$ cat src/rtl/sync_counter_pkg.sv
// rtl/sync_counter_pkg.sv - shared types and defaults for the synchronous counter family
package sync_counter_pkg;

    localparam int DEFAULT_WIDTH = 4;

    typedef enum logic [1:0] {
        IDLE = 2'd0,
        RUN  = 2'd1,
        DONE = 2'd2
    } state_e;

endpackage

$ cat src/rtl/sync_down_counter.sv
// rtl/sync_down_counter.sv - loadable down counter/timer with terminal-count pulse and auto-reload
module sync_down_counter
    import sync_counter_pkg::*;
#(
    parameter int WIDTH = DEFAULT_WIDTH
) (
    input  logic             clk,
    input  logic             rst,
    input  logic             load,
    input  logic [WIDTH-1:0] load_val,
    input  logic             en,
    input  logic             auto_reload,
    output logic [WIDTH-1:0] q,
    output logic             zero,
    output logic             tc,
    output logic             busy
);

    localparam logic [WIDTH-1:0] COUNT_ZERO = '0;
    localparam logic [WIDTH-1:0] COUNT_ONE  = {{(WIDTH-1){1'b0}}, 1'b1};

    state_e           state;
    logic [WIDTH-1:0] count;
    logic [WIDTH-1:0] reload_reg;
    logic             tc_reg;
    logic             busy_reg;

    always_ff @(posedge clk) begin
        if (rst) begin
            state      <= IDLE;
            count      <= COUNT_ZERO;
            reload_reg <= COUNT_ZERO;
            tc_reg     <= 1'b0;
            busy_reg   <= 1'b0;
        end else if (load) begin
            // A zero load is treated as "nothing to time" and parks in IDLE.
            count      <= load_val;
            reload_reg <= load_val;
            tc_reg     <= 1'b0;
            if (load_val != COUNT_ZERO) begin
                state    <= RUN;
                busy_reg <= 1'b1;
            end else begin
                state    <= IDLE;
                busy_reg <= 1'b0;
            end
        end else begin
            unique case (state)
                IDLE: begin
                    tc_reg <= 1'b0;
                end
                RUN: begin
                    tc_reg <= 1'b0;
                    if (en) begin
                        if (count > COUNT_ONE) begin
                            count <= count - COUNT_ONE;
                        end else if (count == COUNT_ONE) begin
                            count  <= COUNT_ZERO;
                            tc_reg <= 1'b1;
                            state  <= DONE;
                        end else begin
                            // Unreachable in normal operation; recover instead of wrapping.
                            state    <= IDLE;
                            busy_reg <= 1'b0;
                        end
                    end
                end
                DONE: begin
                    tc_reg <= 1'b0;
                    if (auto_reload && (reload_reg != COUNT_ZERO)) begin
                        count <= reload_reg;
                        state <= RUN;
                    end else begin
                        state    <= IDLE;
                        busy_reg <= 1'b0;
                    end
                end
                default: begin
                    state    <= IDLE;
                    count    <= COUNT_ZERO;
                    tc_reg   <= 1'b0;
                    busy_reg <= 1'b0;
                end
            endcase
        end
    end

    assign q    = count;
    assign zero = (count == COUNT_ZERO);
    assign tc   = tc_reg;
    assign busy = busy_reg;

endmodule
$ cat config.mk
export PLATFORM = sky130hd
export DESIGN_NAME = sync_down_counter
export DESIGN_NICKNAME = d
export VERILOG_FILES = /design/src/rtl/sync_counter_pkg.sv /design/src/rtl/sync_down_counter.sv
export SDC_FILE = /design/constraint.sdc
export NUM_CORES = 1
export LEC_CHECK = 0
export ABC_AREA = 1
export BUFFER_PORTS_ARGS = -buffer_cell sky130_fd_sc_hd__buf_2
export CORE_AREA = 3 3 54 56
export CTS_CLUSTER_DIAMETER = 120
export DETAILED_ROUTE_END_ITERATION = 12
export DIE_AREA = 0 0 57 59
export GPL_ROUTABILITY_DRIVEN = 0
export GPL_TIMING_DRIVEN = 0
export PLACE_DENSITY_LB_ADDON = 0.12
export SYNTH_ARGS = -nofsm -noshare
export SYNTH_HDL_FRONTEND = slang
export SYNTH_SLANG_ARGS = --single-unit
$ cat constraint.sdc
create_clock -name clk -period 2.02 [get_ports clk]
set_input_delay 0.606 -clock clk [delete_from_list [all_inputs] [get_ports clk]]
set_output_delay 0.606 -clock clk [all_outputs]
set_load 0.02 [all_outputs]
==> results.py, run 1 <==
metrics = {
    "hold_path": {
        "min-delay-path-class": "flip-flop to flip-flop",
    },
    "sta": {
        "number_of_failing_hold_endpoints_at_the_final_stage": 0,
        "final-max-slew-violation-count": 0,
        "setup_total_negative_slack_ns": 0,
        "worst_pin_slew_ns": 0.268,
        "rsz_0062_raised_after_global_routing": "no",
        "min_period_over_period_pct": 94.0,
        "final.setup_skew_ns": 0.00663,
        "period_needed_ns": 1.90,
        "clock.fmax_mhz": 526,
        "setup_viol_count_final": 0,
        "maxSlewHeadroom_pct": 82.1,
        "hold-worst-slack_ns": 0.490,
    },
    "finish": {
        "area_delta_synth_final_pct": 17.3,
        "fillerInstances": 304,
        "final_cell_mix": "39 x sky130_fd_sc_hd__nand2_1, 18 x sky130_fd_sc_hd__nor2_1, 15 x sky130_fd_sc_hd__buf_2",
        "post_route_cells_drive_above_1_share_pct": 20.3,
        "antenna-diode-count": 0,
        "num-nets-final": 160,
        "layout.cells.most_common": "sky130_fd_sc_hd__nand2_1",
    },
    "drt": {
        "drt-initial-drc-count": 18,
        "ant_nets": 0,
        "drt-vias-per-instance": 4.61,
        "finalWirelength_mm": 1.79,
        "detail_route.first_pass.iterations": 4,
        "routedWlPerCell_um": 10.4,
        "drc_errors": 0,
        "routed_vias": 798,
    },
    "clocking": {
        "postCtsResizedCells": 0,
        "clkLatencyLatePin_ns": 0.27,
        "cts-root-to-sink-buffers": 2,
        "cts_setup_buffers": 0,
        "cts_tree": "built",
        "clock-sinks": 12,
        "cts.hold.buffers_added": 0,
        "clock_tree.root_cell": "sky130_fd_sc_hd__clkbuf_4",
        "worst_setup_hold_path_clk_slew_ns": 0.08,
        "cts_buffers": 3,
        "clock_tree.htree_level_count": 1,
    },
    "power_and_ir_drop": {
        "internal_power_mw": 0.395,
        "power_density_mw_per_mm2": 670,
        "switching_share_pct": 35.8,
        "power.net_switching_mw": 0.220,
        "leakagePower_nw": 0.457,
        "clock_power_share_pct": 23.5,
        "total_power_mw": 0.615,
        "vdd_ir_drop_max_uv": 254,
        "pwr-share-comb_pct": 32.3,
        "p_seq_share_pct": 44.2,
    },
    "setup_path": {
        "worst-endpoint-required_ns": 1.41,
        "startpoint_types": "flip-flop",
        "reg2reg_from": "q[0]$_SDFFE_PP0P_",
        "crit_path_end": "zero",
        "startpoint": "q[0]$_SDFFE_PP0P_",
        "worst-endpoint-arrival_ns": 1.29,
        "worstPathMaxFanout": 6,
        "critical_path_class": "flip-flop to output pin",
        "worstRegToRegCells": 10,
        "worstReg2RegEnd": "busy$_SDFFE_PP0P_",
        "timing.reg2reg.setup_slack_ns": 0.55,
        "crit_path_end_kind": "output pin",
    },
    "global_route": {
        "initial_antenna_violation_count": 0,
        "globalRouteTotalUtil_pct": 12.3,
        "grt_pass1_vias": 788,
        "grt_remaining_overflow": 0,
        "grt_pass1_wl_mm": 3.29,
        "grt_start_max_net_pins": 9,
    },
    "place": {
        "dp_hpwl_mm": 1.48,
        "place.port_buffers": 15,
    },
    "logic_synthesis": {
        "post_synth_net_total": 140,
        "synthesis.area_per_instance_um2": 6.27,
        "synth.lib_cells_used.distinct": 16,
        "flops_latches_synth": 12,
        "yosysWarningCount": 0,
        "synth_seq_area_share_pct": 30.7,
        "netlist_area_um2": 783,
        "synth_cells": 125,
    },
    "floorplanning": {
        "io_count": 16,
        "die-width_um": 57,
        "floorplan_die_height_um": 59,
        "floorplan.initialDensity_pct": 31.6,
        "core_area_mm2": 0.00248,
        "die-area_mm2": 0.00336,
        "rows": 18,
    },
    "flow_run": {
        "max-cap-violations": 0,
    },
    "run_status": {
        "outcome": "finished, final reports clean",
    },
}
==> critical path, stage by stage, from the launching register on <==
cell and delay [ns]:
sky130_fd_sc_hd__dfxtp_1 0.33, sky130_fd_sc_hd__inv_1 0.17, sky130_fd_sc_hd__ha_1 0.17, sky130_fd_sc_hd__nor3b_1 0.17, sky130_fd_sc_hd__buf_2 0.19
==> synthesized netlist by cell type <==
library cell / number / area, µm²
sky130_fd_sc_hd__nor3_1: 1 / 5.00
sky130_fd_sc_hd__nor2_1: 18 / 67.6
sky130_fd_sc_hd__a21oi_2: 2 / 17.5
sky130_fd_sc_hd__nand4_1: 2 / 12.5
sky130_fd_sc_hd__nor2_2: 1 / 6.26
sky130_fd_sc_hd__nand2_2: 6 / 37.5
sky130_fd_sc_hd__o21ai_0: 2 / 10.0
sky130_fd_sc_hd__nand3_1: 9 / 45.0
sky130_fd_sc_hd__nand2_1: 39 / 146
sky130_fd_sc_hd__inv_2: 2 / 7.51
sky130_fd_sc_hd__nor3b_1: 1 / 7.51
sky130_fd_sc_hd__dfxtp_1: 12 / 240
sky130_fd_sc_hd__a21oi_1: 9 / 45.0
sky130_fd_sc_hd__inv_1: 14 / 52.6
sky130_fd_sc_hd__nand3b_1: 1 / 7.51
sky130_fd_sc_hd__ha_1: 6 / 75.1
==> per-layer routing <==
layer	up-vias	GRT usage (%)	routed length [µm]
met4	0	3.97	14
met5	-	0	0
met2	20	20.2	776
li1	428	-	-
met1	348	16.0	913
met3	2	2.83	89
==> kinds of logic (layout without fill, tap and decap cells) <==
group / after synthesis / in the layout / share of synthesized area (%)
simple gates: 78 / 78 / 42.8
buf+inv: 16 / 34 / 7.67
compound gates: 13 / 13 / 9.27
flops: 12 / 12 / 30.7
fa+ha+maj: 6 / 6 / 9.58
==> power by group through the flow <==
stage	logic, mW	registers [mW]	clock network [mW]
CTS	0.201	0.272	0.153
floorplan	0.134	0.288	0
finish	0.199	0.272	0.145
detailed placement	0.200	0.278	0
global route	0.232	0.275	0.163
global placement	0.201	0.277	0
==> layout make-up <==
cell class / instances / area [µm²] / area share (%)
timing repair buffer: 15 / 75.1 / 8.17
clock buffer: 3 / 22.5 / 2.45
inverter: 16 / 60.1 / 6.54
tap: 30 / 37.5 / 4.09
sequential: 12 / 240 / 26.2
multi-input combinational: 97 / 483 / 52.6
==> how the worst min path moves through the flow <==
stage,start,to,depth (start not counted)
final,reload_reg[2]$_SDFFE_PP0P_,reload_reg[2]$_SDFFE_PP0P_,2
after global routing,state[0]$_SDFFE_PP0P_,state[0]$_SDFFE_PP0P_,2
after CTS,reload_reg[2]$_SDFFE_PP0P_,reload_reg[2]$_SDFFE_PP0P_,2
after detailed placement,reload_reg[2]$_SDFFE_PP0P_,reload_reg[2]$_SDFFE_PP0P_,2
after global placement,busy$_SDFFE_PP0P_,busy$_SDFFE_PP0P_,2
after floorplan,reload_reg[0]$_SDFFE_PP0P_,reload_reg[0]$_SDFFE_PP0P_,2
==> metrics by stage <==
stage / cell area, µm² / setup WS, ns / cells / util (%)
finish: 918 / 0.120 / 173 / 37.1
global route: 918 / 0.0255 / 173 / 37.1
CTS: 918 / 0.118 / 173 / 37.1
detailed placement: 896 / 0.432 / 170 / 36.2
global placement: 896 / 0.447 / 170 / 36.2
floorplan: 783 / 0.216 / 125 / -
Note: power is estimated with default switching activity, not from simulation.
==> run 2: changes to the inputs <==
- BUFFER_PORTS_ARGS: -buffer_cell sky130_fd_sc_hd__buf_2 -> -buffer_cell sky130_fd_sc_hd__buf_4
==> results.py, run 2 (synthesis results as in run 1) <==
metrics = {
    "run_status": {
        "outcome": "finished, final reports clean",
    },
    "power_and_ir_drop": {
        "power.net_switching_mw": 0.225,
        "switching_share_pct": 35.5,
        "leakagePower_nw": 0.465,
        "p_seq_share_pct": 43.1,
        "pwr-share-comb_pct": 33.7,
        "internal_power_mw": 0.408,
        "power_density_mw_per_mm2": 661,
        "clock_power_share_pct": 23.2,
        "vdd_ir_drop_max_uv": 407,
    },
    "setup_path": {
        "timing.critical_path.buf_inv": 2,
        "worstPathMaxFanout": 4,
        "timing.critical_path.max_delay_family": "flip-flops",
        "critical-path-slowest-cell": "sky130_fd_sc_hd__dfxtp_1",
        "worst-endpoint-arrival_ns": 1.23,
        "crit_chain": "inv_1, ha_1, nor3b_1, buf_4",
        "worst-endpoint-required_ns": 1.41,
        "critical_path_class": "flip-flop to output pin",
        "startpoint_types": "flip-flop",
        "crit_path_end_kind": "output pin",
        "critical-path-max-stage-delay_ns": 0.33,
    },
    "clocking": {
        "clock_tree.root_cell": "sky130_fd_sc_hd__clkbuf_4",
        "clock_tree.htree_level_count": 1,
        "cts-root-to-sink-buffers": 2,
        "worst_setup_hold_path_clk_slew_ns": 0.07,
        "clkLatencyLatePin_ns": 0.27,
        "clock-sinks": 12,
        "cts.hold.buffers_added": 0,
        "cts_tree": "built",
        "cts_buffers": 3,
    },
    "floorplanning": {
        "floorplan_die_height_um": 59,
        "die-width_um": 57,
        "io_count": 16,
        "die-area_mm2": 0.00336,
        "core_area_mm2": 0.00248,
        "floorplan.initialDensity_pct": 31.6,
        "rows": 18,
    },
    "drt": {
        "drt-initial-drc-count": 26,
        "ant_nets": 0,
        "routedWlPerCell_um": 10.3,
        "finalWirelength_mm": 1.79,
        "detail_route.first_pass.iterations": 4,
        "routed_vias": 783,
        "drt-vias-per-instance": 4.53,
        "drc_errors": 0,
    },
    "flow_run": {
        "max-cap-violations": 0,
    },
    "sta": {
        "worst_pin_slew_ns": 0.257,
        "number_of_failing_hold_endpoints_at_the_final_stage": 0,
        "min_period_over_period_pct": 91.0,
        "setup_viol_count_final": 0,
        "hold-worst-slack_ns": 0.488,
        "final.setup_skew_ns": 0.00415,
        "maxSlewHeadroom_pct": 82.9,
        "clock.fmax_mhz": 544,
        "rsz_0062_raised_after_global_routing": "no",
        "setup_total_negative_slack_ns": 0,
        "period_needed_ns": 1.84,
        "final-max-slew-violation-count": 0,
    },
    "global_route": {
        "initial_antenna_violation_count": 0,
        "grt_remaining_overflow": 0,
        "grt_pass1_vias": 710,
        "grt_start_max_net_pins": 9,
        "globalRouteTotalUtil_pct": 11.8,
        "grt_pass1_wl_mm": 3.04,
    },
    "finish": {
        "antenna-diode-count": 0,
        "post_route_cells_drive_above_1_share_pct": 21.0,
        "final_cell_mix": "39 x sky130_fd_sc_hd__nand2_1, 18 x sky130_fd_sc_hd__nor2_1, 15 x sky130_fd_sc_hd__buf_4",
        "num-nets-final": 160,
        "layout.cells.most_common": "sky130_fd_sc_hd__nand2_1",
        "area_delta_synth_final_pct": 22.0,
        "fillerInstances": 287,
    },
    "place": {
        "dp_hpwl_mm": 1.45,
        "place.port_buffers": 15,
    },
    "hold_path": {
        "min-delay-path-class": "flip-flop to flip-flop",
    },
}
-- run 2: layer usage --
layer / wire length [µm] / up-vias / global-route usage (%) / share of wire (%)
met4: 14 / 0 / 4.97 / 0.78
met5: 0 / - / 0 / 0
met2: 790 / 15 / 18.8 / 44
met1: 896 / 337 / 15.4 / 50
met3: 88 / 2 / 2.61 / 4.9
li1: - / 429 / - / -
-- run 2: worst min-delay path, stage by stage (launching register included) --
cell and delay [ns]:
sky130_fd_sc_hd__dfxtp_1 0.33, sky130_fd_sc_hd__nand2_1 0.07, sky130_fd_sc_hd__a21oi_1 0.05
-- run 2: path summary, 6_finish.rpt --
| path | startpoint | to | slack (ns) | cells past startpoint |
|---|---|---|---|---|
| worst max register to register | q[0]$_SDFFE_PP0P_ | busy$_SDFFE_PP0P_ | 0.58 | 10 |
| worst min-delay path | reload_reg[2]$_SDFFE_PP0P_ | reload_reg[2]$_SDFFE_PP0P_ | 0.49 | 2 |
| worst min register to register | reload_reg[2]$_SDFFE_PP0P_ | reload_reg[2]$_SDFFE_PP0P_ | 0.49 | 2 |
| worst max-delay path | q[1]$_SDFFE_PP0P_ | zero | 0.18 | 4 |
-- run 2: layout make-up --
class	count	area (µm²)	share of cell area [%]
Clock buffer	3	22.5	2.36
Inverter	16	60.1	6.28
Multi-Input combinational cell	97	483	50.5
Sequential cell	12	240	25.1
Tap cell	30	37.5	3.93
Timing Repair Buffer	15	113	11.8
-- run 2: timing repair --
item,4_1_cts,5_1_grt
endpoints found under the setup margin,0,1
resized for setup,0,1
setup buffers,0,0
-- run 2: power groups by stage --
stage / registers (mW) / logic [mW] / clock network, mW
2_1_floorplan: 0.288 / 0.134 / 0
3_3_place_gp: 0.277 / 0.214 / 0
3_5_place_dp: 0.278 / 0.213 / 0
4_1_cts: 0.273 / 0.214 / 0.152
5_1_grt: 0.276 / 0.242 / 0.160
6_report: 0.273 / 0.213 / 0.147
-- run 2: through the flow --
stage	total power [mW]	util [%]	setup slack, ns	instances	cell area, µm²
after floorplan	0.422	-	0.216	125	783
after global placement	0.491	37.7	0.444	170	933
after detailed placement	0.491	37.7	0.425	170	933
after CTS	0.639	38.6	0.116	173	956
after global routing	0.678	38.6	0.0600	173	956
final	0.632	38.6	0.182	173	956
